`src/rtl/sram_arb_pkg.sv`:
```
// rtl/sram_arb_pkg.sv - shared types, constants and helpers for the SRAM port arbiter
package sram_arb_pkg;

    localparam int NUM_REQ  = 3;
    localparam int REQ_VGA  = 0;
    localparam int REQ_UART = 1;
    localparam int REQ_DEC  = 2;

    typedef enum logic [1:0] {
        S_ARB_IDLE,
        S_ARB_OWN,
        S_ARB_HANDOFF
    } arb_state_type;

    // Read-tracking tag carried down the latency delay line.
    typedef struct packed {
        logic       valid;
        logic [1:0] id;
    } arb_tag_t;

    // Isolate the lowest set bit: fixed priority, index 0 wins.
    function automatic logic [NUM_REQ-1:0] lowest_onehot(input logic [NUM_REQ-1:0] v);
        return v & (~v + 3'd1);
    endfunction

    function automatic logic [1:0] onehot_to_id(input logic [NUM_REQ-1:0] oh);
        logic [1:0] id;
        id = 2'd0;
        if (oh[REQ_UART]) id = 2'(REQ_UART);
        if (oh[REQ_DEC])  id = 2'(REQ_DEC);
        return id;
    endfunction

endpackage

```
`src/rtl/sram_arbiter_if.sv`:
```
// rtl/sram_arbiter_if.sv - requester-side and SRAM-side signal bundle of the arbiter
// master: the requester/board side (drives req, addr_n, we_n_n, wdata_n)
// slave:  the arbiter (drives grant, rd_valid and the SRAM_Controller port)
interface sram_arbiter_if;
    logic [2:0]  req;
    logic [17:0] addr_0;
    logic [17:0] addr_1;
    logic [17:0] addr_2;
    logic        we_n_0;
    logic        we_n_1;
    logic        we_n_2;
    logic [15:0] wdata_0;
    logic [15:0] wdata_1;
    logic [15:0] wdata_2;
    logic [2:0]  grant;
    logic [2:0]  rd_valid;
    logic [17:0] SRAM_address;
    logic        SRAM_we_n;
    logic [15:0] SRAM_write_data;

    modport master (
        output req, addr_0, addr_1, addr_2, we_n_0, we_n_1, we_n_2,
               wdata_0, wdata_1, wdata_2,
        input  grant, rd_valid, SRAM_address, SRAM_we_n, SRAM_write_data
    );

    modport slave (
        input  req, addr_0, addr_1, addr_2, we_n_0, we_n_1, we_n_2,
               wdata_0, wdata_1, wdata_2,
        output grant, rd_valid, SRAM_address, SRAM_we_n, SRAM_write_data
    );
endinterface

```
`src/rtl/sram_arb_tag_pipe.sv`:
```
// rtl/sram_arb_tag_pipe.sv - DEPTH-stage read tag delay line with asynchronous clear
// clk_i  : clock
// resetn : asynchronous active-low clear of every stage
// tag_i  : tag for the cycle being issued now
// tag_o  : tag issued DEPTH cycles ago
module sram_arb_tag_pipe
    import sram_arb_pkg::*;
#(
    parameter int DEPTH = 2
) (
    input  logic     clk_i,
    input  logic     resetn,
    input  arb_tag_t tag_i,
    output arb_tag_t tag_o
);

    arb_tag_t pipe_q [DEPTH];

    always_ff @(posedge clk_i or negedge resetn) begin
        if (!resetn) begin
            for (int i = 0; i < DEPTH; i++) pipe_q[i] <= '0;
        end else begin
            pipe_q[0] <= tag_i;
            for (int i = 1; i < DEPTH; i++) pipe_q[i] <= pipe_q[i-1];
        end
    end

    assign tag_o = pipe_q[DEPTH-1];

endmodule

```
`src/rtl/sram_arbiter.sv`:
```
// rtl/sram_arbiter.sv - fixed-priority, burst-limited arbiter for the shared SRAM_Controller port
// CLOCK_50_I : system clock
// resetn     : asynchronous active-low reset
// bus        : requests/addresses/write data in; grant, rd_valid and SRAM port out
module sram_arbiter
    import sram_arb_pkg::*;
#(
    parameter int READ_LATENCY = 2,
    parameter int MAX_BURST    = 1024
) (
    input  logic          CLOCK_50_I,
    input  logic          resetn,
    sram_arbiter_if.slave bus
);

    localparam int CNT_W = (MAX_BURST > 1) ? $clog2(MAX_BURST) : 1;
    localparam logic [CNT_W-1:0] BURST_LAST = CNT_W'((MAX_BURST > 0) ? MAX_BURST - 1 : 0);

    arb_state_type        state_q, state_d;
    logic [NUM_REQ-1:0]   grant_q, grant_d;
    logic [CNT_W-1:0]     burst_q, burst_d;
    // One-hot mask of the owner revoked by the burst limit, consulted in the handoff cycle.
    logic [NUM_REQ-1:0]   excl_q, excl_d;

    logic [NUM_REQ-1:0]   others_waiting;
    logic [NUM_REQ-1:0]   candidates;

    logic [17:0]          sram_address;
    logic                 sram_we_n;
    logic [15:0]          sram_write_data;
    arb_tag_t             tag_in;
    arb_tag_t             tag_out;

    always_ff @(posedge CLOCK_50_I or negedge resetn) begin
        if (!resetn) begin
            state_q <= S_ARB_IDLE;
            grant_q <= '0;
            burst_q <= '0;
            excl_q  <= '0;
        end else begin
            state_q <= state_d;
            grant_q <= grant_d;
            burst_q <= burst_d;
            excl_q  <= excl_d;
        end
    end

    always_comb begin
        state_d = state_q;
        grant_d = grant_q;
        burst_d = burst_q;
        excl_d  = excl_q;

        others_waiting = bus.req & ~grant_q;

        // The revoked owner only loses its turn if someone else actually wants the port.
        candidates = bus.req;
        if (|(bus.req & ~excl_q)) candidates = bus.req & ~excl_q;

        unique case (state_q)
            S_ARB_IDLE: begin
                if (|bus.req) begin
                    grant_d = lowest_onehot(bus.req);
                    burst_d = '0;
                    state_d = S_ARB_OWN;
                end
            end
            S_ARB_OWN: begin
                if (!(|(bus.req & grant_q))) begin
                    // A release wins over a coincident burst-limit hit: no exclusion.
                    grant_d = '0;
                    excl_d  = '0;
                    state_d = S_ARB_HANDOFF;
                end else if ((MAX_BURST != 0) && (burst_q == BURST_LAST) && (|others_waiting)) begin
                    grant_d = '0;
                    excl_d  = grant_q;
                    state_d = S_ARB_HANDOFF;
                end else if (|others_waiting) begin
                    if ((MAX_BURST != 0) && (burst_q != BURST_LAST)) burst_d = burst_q + 1'b1;
                end else begin
                    burst_d = '0;
                end
            end
            S_ARB_HANDOFF: begin
                excl_d = '0;
                if (|bus.req) begin
                    grant_d = lowest_onehot(candidates);
                    burst_d = '0;
                    state_d = S_ARB_OWN;
                end else begin
                    state_d = S_ARB_IDLE;
                end
            end
            default: begin
                grant_d = '0;
                burst_d = '0;
                excl_d  = '0;
                state_d = S_ARB_IDLE;
            end
        endcase
    end

    // Port mux follows the registered grant; no owner parks the port as a read of address 0.
    always_comb begin
        sram_address    = 18'd0;
        sram_we_n       = 1'b1;
        sram_write_data = 16'd0;
        if (grant_q[REQ_VGA]) begin
            sram_address    = bus.addr_0;
            sram_we_n       = bus.we_n_0;
            sram_write_data = bus.wdata_0;
        end else if (grant_q[REQ_UART]) begin
            sram_address    = bus.addr_1;
            sram_we_n       = bus.we_n_1;
            sram_write_data = bus.wdata_1;
        end else if (grant_q[REQ_DEC]) begin
            sram_address    = bus.addr_2;
            sram_we_n       = bus.we_n_2;
            sram_write_data = bus.wdata_2;
        end
    end

    always_comb begin
        tag_in       = '0;
        tag_in.valid = (|grant_q) & sram_we_n;
        tag_in.id    = onehot_to_id(grant_q);
    end

    sram_arb_tag_pipe #(
        .DEPTH (READ_LATENCY)
    ) u_tag_pipe (
        .clk_i  (CLOCK_50_I),
        .resetn (resetn),
        .tag_i  (tag_in),
        .tag_o  (tag_out)
    );

    assign bus.grant           = grant_q;
    assign bus.rd_valid        = tag_out.valid ? (3'b001 << tag_out.id) : 3'b000;
    assign bus.SRAM_address    = sram_address;
    assign bus.SRAM_we_n       = sram_we_n;
    assign bus.SRAM_write_data = sram_write_data;

endmodule

```
`src/flat_wrapper.sv`:
```
// flat-port wrapper written by rule: the top's interface ports become plain ports
module sram_arbiter_flat import sram_arb_pkg::*;
#(
    parameter int READ_LATENCY = 2,
    parameter int MAX_BURST    = 1024
)
  (CLOCK_50_I, resetn, bus_req, bus_addr_0, bus_addr_1, bus_addr_2, bus_we_n_0, bus_we_n_1, bus_we_n_2, bus_wdata_0, bus_wdata_1, bus_wdata_2, bus_grant, bus_rd_valid, bus_SRAM_address, bus_SRAM_we_n, bus_SRAM_write_data);
  sram_arbiter_if bus_i ();
  input  logic CLOCK_50_I;
  input  logic resetn;
  input wire logic [$bits(bus_i.req)-1:0] bus_req;
  input wire logic [$bits(bus_i.addr_0)-1:0] bus_addr_0;
  input wire logic [$bits(bus_i.addr_1)-1:0] bus_addr_1;
  input wire logic [$bits(bus_i.addr_2)-1:0] bus_addr_2;
  input wire logic [$bits(bus_i.we_n_0)-1:0] bus_we_n_0;
  input wire logic [$bits(bus_i.we_n_1)-1:0] bus_we_n_1;
  input wire logic [$bits(bus_i.we_n_2)-1:0] bus_we_n_2;
  input wire logic [$bits(bus_i.wdata_0)-1:0] bus_wdata_0;
  input wire logic [$bits(bus_i.wdata_1)-1:0] bus_wdata_1;
  input wire logic [$bits(bus_i.wdata_2)-1:0] bus_wdata_2;
  output wire logic [$bits(bus_i.grant)-1:0] bus_grant;
  output wire logic [$bits(bus_i.rd_valid)-1:0] bus_rd_valid;
  output wire logic [$bits(bus_i.SRAM_address)-1:0] bus_SRAM_address;
  output wire logic [$bits(bus_i.SRAM_we_n)-1:0] bus_SRAM_we_n;
  output wire logic [$bits(bus_i.SRAM_write_data)-1:0] bus_SRAM_write_data;
  assign bus_i.req = bus_req;
  assign bus_i.addr_0 = bus_addr_0;
  assign bus_i.addr_1 = bus_addr_1;
  assign bus_i.addr_2 = bus_addr_2;
  assign bus_i.we_n_0 = bus_we_n_0;
  assign bus_i.we_n_1 = bus_we_n_1;
  assign bus_i.we_n_2 = bus_we_n_2;
  assign bus_i.wdata_0 = bus_wdata_0;
  assign bus_i.wdata_1 = bus_wdata_1;
  assign bus_i.wdata_2 = bus_wdata_2;
  assign bus_grant = bus_i.grant;
  assign bus_rd_valid = bus_i.rd_valid;
  assign bus_SRAM_address = bus_i.SRAM_address;
  assign bus_SRAM_we_n = bus_i.SRAM_we_n;
  assign bus_SRAM_write_data = bus_i.SRAM_write_data;
  sram_arbiter #(.READ_LATENCY(READ_LATENCY), .MAX_BURST(MAX_BURST)) u_core (.CLOCK_50_I(CLOCK_50_I), .resetn(resetn), .bus(bus_i));
endmodule
```
`config.mk`:
```
export PLATFORM = sky130hd
export DESIGN_NAME = sram_arbiter_flat
export DESIGN_NICKNAME = d
export VERILOG_FILES = /design/src/rtl/sram_arb_pkg.sv /design/src/rtl/sram_arbiter_if.sv /design/src/rtl/sram_arb_tag_pipe.sv /design/src/rtl/sram_arbiter.sv /design/src/flat_wrapper.sv
export SDC_FILE = /design/constraint.sdc
export NUM_CORES = 1
export LEC_CHECK = 0
export ABC_AREA = 1
export CAP_MARGIN = 40
export CORE_MARGIN = 2
export CORE_UTILIZATION = 34
export DETAILED_ROUTE_END_ITERATION = 7
export PLACE_DENSITY = 0.78
export SKIP_CTS_REPAIR_TIMING = 1
export SYNTH_ARGS = -nofsm -noshare
export SYNTH_HDL_FRONTEND = slang
export SYNTH_SLANG_ARGS = --single-unit
```
`constraint.sdc`:
```
create_clock -name CLOCK_50_I -period 1.9 [get_ports CLOCK_50_I]
set_input_delay 0.285 -clock CLOCK_50_I [delete_from_list [all_inputs] [get_ports CLOCK_50_I]]
set_output_delay 0.285 -clock CLOCK_50_I [all_outputs]
set_load 0.02 [all_outputs]
```
Yosys cells after proc, flatten, opt, wreduce, memory -nomap -nowiden
Index checks and enable logic that the tools add are counted.
- multiplexer cells: 32
- bitwise gates (word level): 11
- add/subtract/negate cells: 3
- shift-type cells: 1
- reduce and logical (&&, ||, !) cells: 12
- equal/unequal tests: 11
- operators with widths (operator ; number):
    $mux 18 ; 3
    $mux 10 ; 5
    $mux 16 ; 3
    $mux 3 ; 8
    $pmux 10 s2 ; 1
    $and 3x3->3 ; 5
    $reduce_or 3->1 ; 5
    $not 3->3 ; 4
    $add 10x1->10 const B ; 1
    $eq 10x10->1 const B ; 1
    $ne 10x10->1 const B ; 1
    $pmux 3 s3 ; 1
    $mux 2 ; 4
    $ne 2x1->1 const B ; 4
    $add 3x1->3 const B ; 2
    $ne 3x3->1 const B ; 2
    $pmux 2 s3 ; 1
    $pmux 3 s2 ; 1
    $mux 1 ; 5
    $reduce_and 2->1 ; 2
    $reduce_and 4->1 ; 1
    $reduce_and 3->1 ; 1
    $shl 1x2->3 const A ; 1
    $eq 2x1->1 const B ; 1
    other kinds (7) ; 7
- input port bits: 110
- word-level logic and storage cells: 78
- output and inout bits: 41
- bits in registers: 24

Longest topological paths before layout
Gate-level depths: netlist (run 1).
- depth after elaboration: 9
- depth in mapped cells: 10
- mapped depth without buffers: 10

Modules after synthesis
From an unflattened synthesis (run 1), not the netlist that was laid out.
- cell total of the unflattened synthesis: 317
- area total of the unflattened synthesis: 2058.2 um^2
- by module, submodules not included (module ; area each (um^2) ; seq. area each (um^2) ; times used ; cells an instance):
    sram_arbiter ; 1885.6 ; 450.4 ; 1 ; 308
    sram_arb_tag_pipe ; 172.7 ; 150.1 ; 1 ; 9

Least setup slack after synthesis (run 1)
No wires, ideal clock.
- path kind: reg-to-output
- from: reg u_core.grant_q[1] (netlist: u_core.bus.grant[1])
- to: out bus_SRAM_write_data[10]
- slack: 33 ps
- data required time: 1615 ps
- arrival: 1582 ps
- buffers on the path: 2
- cell stages (with the launch flop): 5
- path through: dfrtp_1 -> buf_2 -> buf_1 -> a22oi_1 -> o21ai_0
- cells in the longest elaborated chain, start to end: 2
- RTL lines (element ; line ; RTL):
    from (decl) ; sram_arbiter.sv:20 ; logic [NUM_REQ-1:0] grant_q, grant_d;
    from (signal assigned) ; sram_arbiter.sv:42 ; grant_q <= grant_d;
    $mux 16 ; sram_arbiter.sv:112 ; end else if (grant_q[REQ_UART]) begin
    $mux 16 ; sram_arbiter.sv:108 ; if (grant_q[REQ_VGA]) begin
    to (decl) ; flat_wrapper.sv:25 ; output wire logic [$bits(bus_i.SRAM_write_data)-1:0] bus_SRAM_write_data;
Every way passes these cells.

Final worst setup path (run 1)
- from: reg u_core.grant_q[2] (netlist: u_core.bus.grant[2])
- to: out bus_SRAM_address[4]
- cells in the longest elaborated chain, start to end: 3
- RTL lines (element ; line ; RTL):
    $mux 18 ; sram_arbiter.sv:116 ; end else if (grant_q[REQ_DEC]) begin
    $mux 18 ; sram_arbiter.sv:112 ;
    $mux 18 ; sram_arbiter.sv:108 ;
    to (decl) ; flat_wrapper.sv:23 ; output wire logic [$bits(bus_i.SRAM_address)-1:0] bus_SRAM_address;
Every way passes these cells.

==> insert_results.sql, run 1 <==
INSERT INTO impl_metrics (metric_group, metric, value, unit) VALUES
('status', 'status', 'complete, but fails checks', ''),
('status', 'violations', 'setup timing', ''),
('drt', 'met3_length', '470', 'um'),
('global_route', 'grt_util_all_layers', '22.9', '%'),
('placement', 'dp_hpwl', '6540', 'um'),
('floorplan', 'floorplan.io_pins', '151', ''),
('final_layout', 'layout-drive-gt1-share', '24.7', '%'),
('synthesis', 'synthTopCellsByArea', 'sky130_fd_sc_hd__dfrtp_1 30%, sky130_fd_sc_hd__nand2_1 17%, sky130_fd_sc_hd__a22oi_1 13%', ''),
('timing', 'hold_violations', '0', ''),
('timing', 'final_max_slew_viol_count', '0', ''),
('global_route', 'grt-ovfl-total', '0', ''),
('critical_path', 'critPathMaxFanout', '8', ''),
('synthesis', 'largest_family_of_logic_cells_by_synthesized_area', 'simple AND/OR/NAND/NOR gates', ''),
('critical_path', 'cp_launch_type', 'flip-flop', ''),
('synthesis', 'synthSimpleGateAreaFrac', '31.5', '%'),
('timing', 'layout_worst_path_cycle_share', '104', '%'),
('drt', 'top_layer', 'met4', ''),
('clocking', 'number_of_buffers_created_by_cts', '3', ''),
('critical_path', 'crit_type', 'reg2out', ''),
('synthesis', 'syn_inst', '289', ''),
('drt', 'route.vias.total', '2663', ''),
('floorplan', 'die_width', '80.4', 'um'),
('worst_hold_path', 'min-delay-path-class', 'reg2reg', ''),
('drt', 'routedLengthMet1', '3110', 'um'),
('synthesis', 'yosys.cell_types.count', '32', ''),
('clocking', 'worst_skew_pair.late_latency', '270', 'ps'),
('timing', 'maxSlewHeadroom', '75.9', '%'),
('timing', 'actual_slew_at_the_worst_max_slew_pin', '360', 'ps'),
('critical_path', 'timing.critical_path.to_type', 'output port', ''),
('global_route', 'antenna_violations_before_repair', '0', ''),
('synthesis', 'synth-seq-cells', '24', ''),
('power_and_ir_drop', 'vdd.ir_drop.worst', '668', 'uV'),
('drt', 'wl', '8260', 'um'),
('critical_path', 'timing.critical_path.required', '1620', 'ps'),
('clocking', 'worst_setup_hold_path_clk_slew', '80', 'ps'),
('synthesis', 'synthFlopType', 'sky130_fd_sc_hd__dfrtp_1', ''),
('timing', 'fmax', '508', 'MHz'),
('timing', 'finalWorstSetupSlack', '-69.7', 'ps'),
('clocking', 'cts.path.max_buffers', '2', ''),
('floorplan', 'design.die.area', '6460', 'um^2'),
('run', 'cap_violations', '0', ''),
('synthesis', 'synth_top_cells_by_count', '90 x sky130_fd_sc_hd__nand2_1, 36 x sky130_fd_sc_hd__o21ai_0, 34 x sky130_fd_sc_hd__a22oi_1', ''),
('synthesis', 'compound_cell_area_share_of_the_yosys_netlist', '29.4', '%'),
('synthesis', 'synth-edff-count', '0', ''),
('timing', 'fin_crit', '1970', 'ps'),
('clocking', 'tritoncts', 'done', ''),
('synthesis', 'yosys.area_share.adder', '0.631', '%'),
('synthesis', 'synth_top_cell_by_area', 'sky130_fd_sc_hd__dfrtp_1', ''),
('timing', 'finClkSkew', '1.77', 'ps'),
('power_and_ir_drop', 'p_per_area', '990', 'nW/um^2'),
('final_layout', 'num-nets-final', '561', ''),
('drt', 'detailed_route_wire_length_per_cell', '15.9', 'um'),
('placement', 'port_buffers', '150', ''),
('final_layout', 'area_delta_synth_final', '94.2', '%'),
('drt', 'dr.first_iter.drc_count', '104', ''),
('synthesis', 'synthesis.yosys.warnings', '0', ''),
('synthesis', 'post_synth_mux_area_share', '0', '%'),
('synthesis', 'synthDominantCellAreaShare', '30.3', '%'),
('drt', 'drt-pass1-iter-count', '6', ''),
('floorplan', 'initial_core_util', '35.6', '%'),
('timing', 'setup_viol_count_final', '9', ''),
('final_layout', 'fin_util', '69.1', '%'),
('drt', 'postRouteAntennaNets', '0', ''),
('synthesis', 'synth.cell_area', '1980', 'um^2'),
('floorplan', 'core.rowCount', '27', ''),
('drt', 'vias_per_cell', '5.11', ''),
('synthesis', 'syn_area_per_cell', '6.86', 'um^2'),
('drt', 'met2RoutedLength', '4600', 'um'),
('timing', 'rsz0062_at_grt', 'yes', ''),
('synthesis', 'part_of_the_yosys_area_used_for_sequential_elements', '30.3', '%'),
('global_route', 'grt_max_degree', '27', '');
-- logic make-up (layout without fill, tap and decap cells) --
kind of cell,Yosys count,in the layout
compound gates,88,88
xor+xnor,1,1
fa+ha+maj,1,1
buf+inv,34,194
flops,24,24
simple gates,141,141
-- sequential cells by signal (all words and copies together), names as in the netlist --
name	count
u_core.bus.grant	3
u_core.u_tag_pipe.pipe_q	3
u_core.burst_q	10
u_core.excl_q	3
u_core.u_tag_pipe.tag_o	3
u_core.state_q	2
-- metal layers --
| metal | vias to the layer above | global-route usage [%] |
|---|---|---|
| met5 | - | 0 |
| met3 | 9 | 6.29 |
| met4 | 0 | 4.58 |
| met2 | 97 | 43.8 |
| met1 | 1233 | 24.9 |
| li1 | 1324 | - |
-- final cells by class --
class | count | area (um^2) | share of cell area, %
repair buffers | 174 | 1690 | 43.8
clock buffers | 4 | 55.1 | 1.43
well taps | 72 | 90.1 | 2.34
flip-flops and latches | 24 | 602 | 15.6
inverters | 16 | 63.8 | 1.66
multi-input cells | 231 | 1350 | 35.1
-- worst max-delay path, stage by stage (launching register included) --
cell and delay, ps:
sky130_fd_sc_hd__dfrtp_1 420, sky130_fd_sc_hd__nand2_4 90, sky130_fd_sc_hd__clkinvlp_4 200, sky130_fd_sc_hd__buf_4 210, sky130_fd_sc_hd__buf_12 130, sky130_fd_sc_hd__a22oi_2 120
sky130_fd_sc_hd__o21ai_1 80, sky130_fd_sc_hd__buf_4 160
-- report_power, final --
| part | switching (mW) | total [mW] | internal (mW) |
|---|---|---|---|
| sequential | 0.0898 | 0.709 | 0.619 |
| combinational | 1.54 | 2.76 | 1.21 |
| clock | 0.164 | 0.349 | 0.185 |
-- worst paths after layout --
path / slack [ps] / cells after the start / end / startpoint
setup / recovery: -70 / 7 / bus_SRAM_address[4] / u_core.bus.grant[2]$_DFFE_PN0P_
hold / removal: 360 / 0 / u_core.u_tag_pipe.tag_o[0]$_DFF_PN0_ / u_core.u_tag_pipe.pipe_q[3]$_DFF_PN0_
setup reg to reg: 180 / 10 / u_core.burst_q[6]$_DFFE_PN0P_ / u_core.burst_q[0]$_DFFE_PN0P_
hold reg to reg: 360 / 0 / u_core.u_tag_pipe.tag_o[0]$_DFF_PN0_ / u_core.u_tag_pipe.pipe_q[3]$_DFF_PN0_
max in group asynchronous: 1260 / 2 / u_core.bus.grant[0]$_DFFE_PN0P_ / resetn
min in group asynchronous: 380 / 2 / u_core.burst_q[9]$_DFFE_PN0P_ / resetn
-- stage by stage --
| stage | power [mW] | instances | cell area [um^2] | setup slack [ps] | TNS, ps |
|---|---|---|---|---|---|
| 4_1_cts | 3.84 | 517 | 3780 | -502 | -12830 |
| 5_1_grt | 4.07 | 521 | 3850 | -189 | -2940 |
| 3_5_place_dp | 3.47 | 513 | 3720 | -196 | -2270 |
| 3_3_place_gp | 3.43 | 513 | 3720 | -157 | -1600 |
| 6_report | 3.81 | 521 | 3850 | -69.7 | -411 |
| 2_1_floorplan | 2.10 | 289 | 1980 | 32.6 | 0 |
-- placed cells by master, fill, tap and decap left out, types with 4 or more instances in the layout --
master,n
sky130_fd_sc_hd__clkdlybuf4s50_1,112
sky130_fd_sc_hd__nand2_1,89
sky130_fd_sc_hd__buf_4,25
sky130_fd_sc_hd__o21ai_1,23
sky130_fd_sc_hd__a22oi_2,23
sky130_fd_sc_hd__dfrtp_1,23
sky130_fd_sc_hd__nand3_1,18
sky130_fd_sc_hd__buf_2,17
sky130_fd_sc_hd__inv_1,13
sky130_fd_sc_hd__o21ai_0,13
sky130_fd_sc_hd__nor2_1,11
sky130_fd_sc_hd__a22oi_1,11
sky130_fd_sc_hd__o21ai_2,10
sky130_fd_sc_hd__buf_12,7
sky130_fd_sc_hd__nand2_2,5
sky130_fd_sc_hd__buf_6,5
sky130_fd_sc_hd__dlymetal6s2s_1,5
sky130_fd_sc_hd__clkbuf_8,4
(Power assumes the default switching activity.)
==> run 2, diff against run 1 <==
- CORE_MARGIN: 2 -> unset
==> run 2 against run 1 <==
Compared with the run above: the flow now finishes without violations; final area decreased by 3.6%; core utilization decreased by 2.5 points; count of clock-buffer cells in the layout unchanged; clock power about the same; hold slack got worse by 1.1 ps; first-iteration DRC count increased by 17%; global-route usage increased by 0.66 points; non-clock buffer count decreased by 5; register-to-register slack improved by 20 ps; maximum frequency increased by 7.2%; sequential power increased by 0.6%; clock skew increased by 4.5 ps; critical endpoint is now bus_SRAM_we_n; largest cell class unchanged.
==> insert_results.sql, run 2 (synthesis results as in run 1) <==
INSERT INTO impl_metrics (metric_group, metric, value, unit) VALUES
('critical_path', 'timing.critical_path.arrival', '1550', 'ps'),
('drt', 'route.vias.total', '2606', ''),
('floorplan', 'design.die.area', '6140', 'um^2'),
('placement', 'finalWeightedCongestion', '0.873', ''),
('status', 'status', 'finished, final reports clean', ''),
('final_layout', 'number_of_flip_flops_in_the_largest_register', '10', ''),
('timing', 'finClkSkew', '6.23', 'ps'),
('clocking', 'clockRootBuffer', 'sky130_fd_sc_hd__clkbuf_8', ''),
('final_layout', 'layout-drive-gt1-share', '18.9', '%'),
('global_route', 'via_count_of_the_first_global_routing_pass', '2507', ''),
('critical_path', 'cp-startpoint', 'u_core.bus.grant[1]$_DFFE_PN0P_', ''),
('clocking', 'cts_num_sinks', '24', ''),
('final_layout', 'area_delta_synth_final', '87.3', '%'),
('timing', 'maxSlewHeadroom', '78.1', '%'),
('global_route', 'antenna_violations_before_repair', '0', ''),
('critical_path', 'rr_startpoint', 'u_core.burst_q[0]$_DFFE_PN0P_', ''),
('timing', 'setup_viol_count_final', '0', ''),
('floorplan', 'fp.dieH', '78.4', 'um'),
('critical_path', 'timing.critical_path.required', '1620', 'ps'),
('timing', 'hold_violations', '0', ''),
('clocking', 'worst_setup_hold_path_clk_slew', '90', 'ps'),
('global_route', 'grt_max_degree', '38', ''),
('timing', 'fmax', '544', 'MHz'),
('worst_hold_path', 'hold-path-endpoint', 'u_core.u_tag_pipe.tag_o[0]$_DFF_PN0_', ''),
('critical_path', 'worst-r2r-setup-slack', '200', 'ps'),
('final_layout', 'final_cell_mix', '115 x sky130_fd_sc_hd__clkdlybuf4s50_1, 89 x sky130_fd_sc_hd__nand2_1, 31 x sky130_fd_sc_hd__a22oi_1, 24 x sky130_fd_sc_hd__buf_4, 23 x sky130_fd_sc_hd__dfrtp_1', ''),
('floorplan', 'core.rowCount', '27', ''),
('final_layout', 'num-nets-final', '556', ''),
('global_route', 'grt_util_all_layers', '23.5', '%'),
('placement', 'port_buffers', '150', ''),
('power_and_ir_drop', 'vdd.ir_drop.worst', '683', 'uV'),
('critical_path', 'rr_worst_depth', '10', ''),
('critical_path', 'regToRegEndpoint', 'u_core.burst_q[5]$_DFFE_PN0P_', ''),
('final_layout', 'cell_area_after_layout', '3710', 'um^2'),
('worst_hold_path', 'hold_start', 'u_core.u_tag_pipe.pipe_q[3]$_DFF_PN0_', ''),
('critical_path', 'critPathMaxFanout', '3', ''),
('clocking', 'worst_skew_pair.late_latency', '270', 'ps'),
('timing', 'actual_slew_at_the_worst_max_slew_pin', '328', 'ps'),
('drt', 'detailed_route_wire_length_per_cell', '14.8', 'um'),
('drt', 'dr.first_iter.drc_count', '122', ''),
('placement', 'dp_hpwl', '5920', 'um'),
('floorplan', 'floorplan.io_pins', '151', ''),
('floorplan', 'die_width', '78.4', 'um'),
('timing', 'fin_crit', '1840', 'ps'),
('drt', 'routedLengthMet1', '3010', 'um'),
('clocking', 'number_of_buffers_created_by_cts', '3', ''),
('drt', 'postRouteAntennaNets', '0', ''),
('drt', 'drt-pass1-iter-count', '5', ''),
('worst_hold_path', 'min-delay-path-class', 'reg2reg', ''),
('critical_path', 'cp_launch_type', 'flip-flop', ''),
('clocking', 'clock_tree.htree_level_count', '1', ''),
('clocking', 'cts.path.max_buffers', '2', ''),
('final_layout', 'fin_util', '66.6', '%'),
('placement', 'dpl-instance-area', '3640', 'um^2'),
('critical_path', 'crit_type', 'reg2out', ''),
('timing', 'final_max_slew_viol_count', '0', ''),
('floorplan', 'initial_core_util', '35.6', '%'),
('floorplan', 'core', '5570', 'um^2'),
('critical_path', 'timing.critical_path.to_type', 'output port', ''),
('worst_hold_path', 'holdPathStages', '0', ''),
('power_and_ir_drop', 'fin_total_pwr', '3.64', 'mW'),
('power_and_ir_drop', 'cellLeakagePower', '1.60', 'nW'),
('final_layout', 'insertedDiodeCount', '0', ''),
('drt', 'vias_per_cell', '5.05', ''),
('power_and_ir_drop', 'p_per_area', '980', 'nW/um^2'),
('drt', 'top_layer', 'met4', ''),
('final_layout', 'fill_cells', '488', ''),
('clocking', 'tritoncts', 'done', ''),
('final_layout', 'final_common_cell', 'sky130_fd_sc_hd__clkdlybuf4s50_1', ''),
('final_layout', 'multi_input_area', '1250', 'um^2'),
('final_layout', 'layout.area.seq', '602', 'um^2'),
('drt', 'detail_route.drc_violations', '0', ''),
('global_route', 'global_route_wire_length_before_repair', '11500', 'um'),
('drt', 'wl', '7620', 'um'),
('global_route', 'grt-ovfl-total', '0', ''),
('drt', 'met3_length', '468', 'um'),
('final_layout', 'registers.top_by_ff_count', 'u_core.burst_q', ''),
('timing', 'rsz0062_at_grt', 'yes', ''),
('run', 'cap_violations', '0', ''),
('drt', 'met2RoutedLength', '4030', 'um'),
('timing', 'layout_worst_path_cycle_share', '96.7', '%');
==> run 2: changes by cell type in the layout (fill, tap and decap cells not counted), moves of 2 or more <==
cell | before | now
sky130_fd_sc_hd__a22oi_1 | 11 | 31
sky130_fd_sc_hd__a22oi_2 | 23 | 3
sky130_fd_sc_hd__buf_12 | 7 | 5
sky130_fd_sc_hd__buf_2 | 17 | 8
sky130_fd_sc_hd__clkbuf_2 | 2 | 7
sky130_fd_sc_hd__clkdlybuf4s50_1 | 112 | 115
==> run 2: metal layers <==
metal	GRT usage, %	vias to the layer above
li1	-	1309
met4	5.00	0
met3	5.12	12
met1	27.6	1180
met2	43.5	105
met5	0	-
==> run 2: worst max path at each step <==
stage | endpoint | slack, ps
5_1_grt | bus_SRAM_address[4] | -60
2_1_floorplan | bus_SRAM_write_data[10] | 30
3_3_place_gp | bus_SRAM_write_data[11] | -110
6_report | bus_SRAM_we_n | 60
3_5_place_dp | bus_SRAM_write_data[11] | -140
4_1_cts | bus_SRAM_write_data[11] | -450
==> run 2: where the power goes <==
part	internal [mW]	switching, mW
clock network	0.185	0.165
logic	1.10	1.47
registers	0.619	0.0945
==> run 2: cell type report <==
type                            instances  area share (%)
Clock buffer                            4            1.48
Sequential cell                        24            16.2
Timing Repair Buffer                  169            44.5
Tap cell                               72            2.43
Inverter                               16            1.68
Multi-Input combinational cell        231            33.7
==> run 2: critical path, cell delays in order (launching register included) <==
cell                       delay, ps
sky130_fd_sc_hd__dfrtp_1         420
sky130_fd_sc_hd__inv_2           100
sky130_fd_sc_hd__nand2_4          60
sky130_fd_sc_hd__buf_4           130
sky130_fd_sc_hd__buf_4           120
sky130_fd_sc_hd__o221ai_1        200
sky130_fd_sc_hd__nand2_1          90
sky130_fd_sc_hd__clkbuf_2        170
==> run 2: metrics by stage <==
step	setup WS, ps	setup TNS [ps]	hold slack, ps	instances
floorplan	32.6	0	-10.6	289
global placement	-107	-1310	331	506
finish	62.0	0	363	516
global route	-56.4	-342	382	516
detailed placement	-142	-2390	347	506
CTS	-449	-13120	365	510
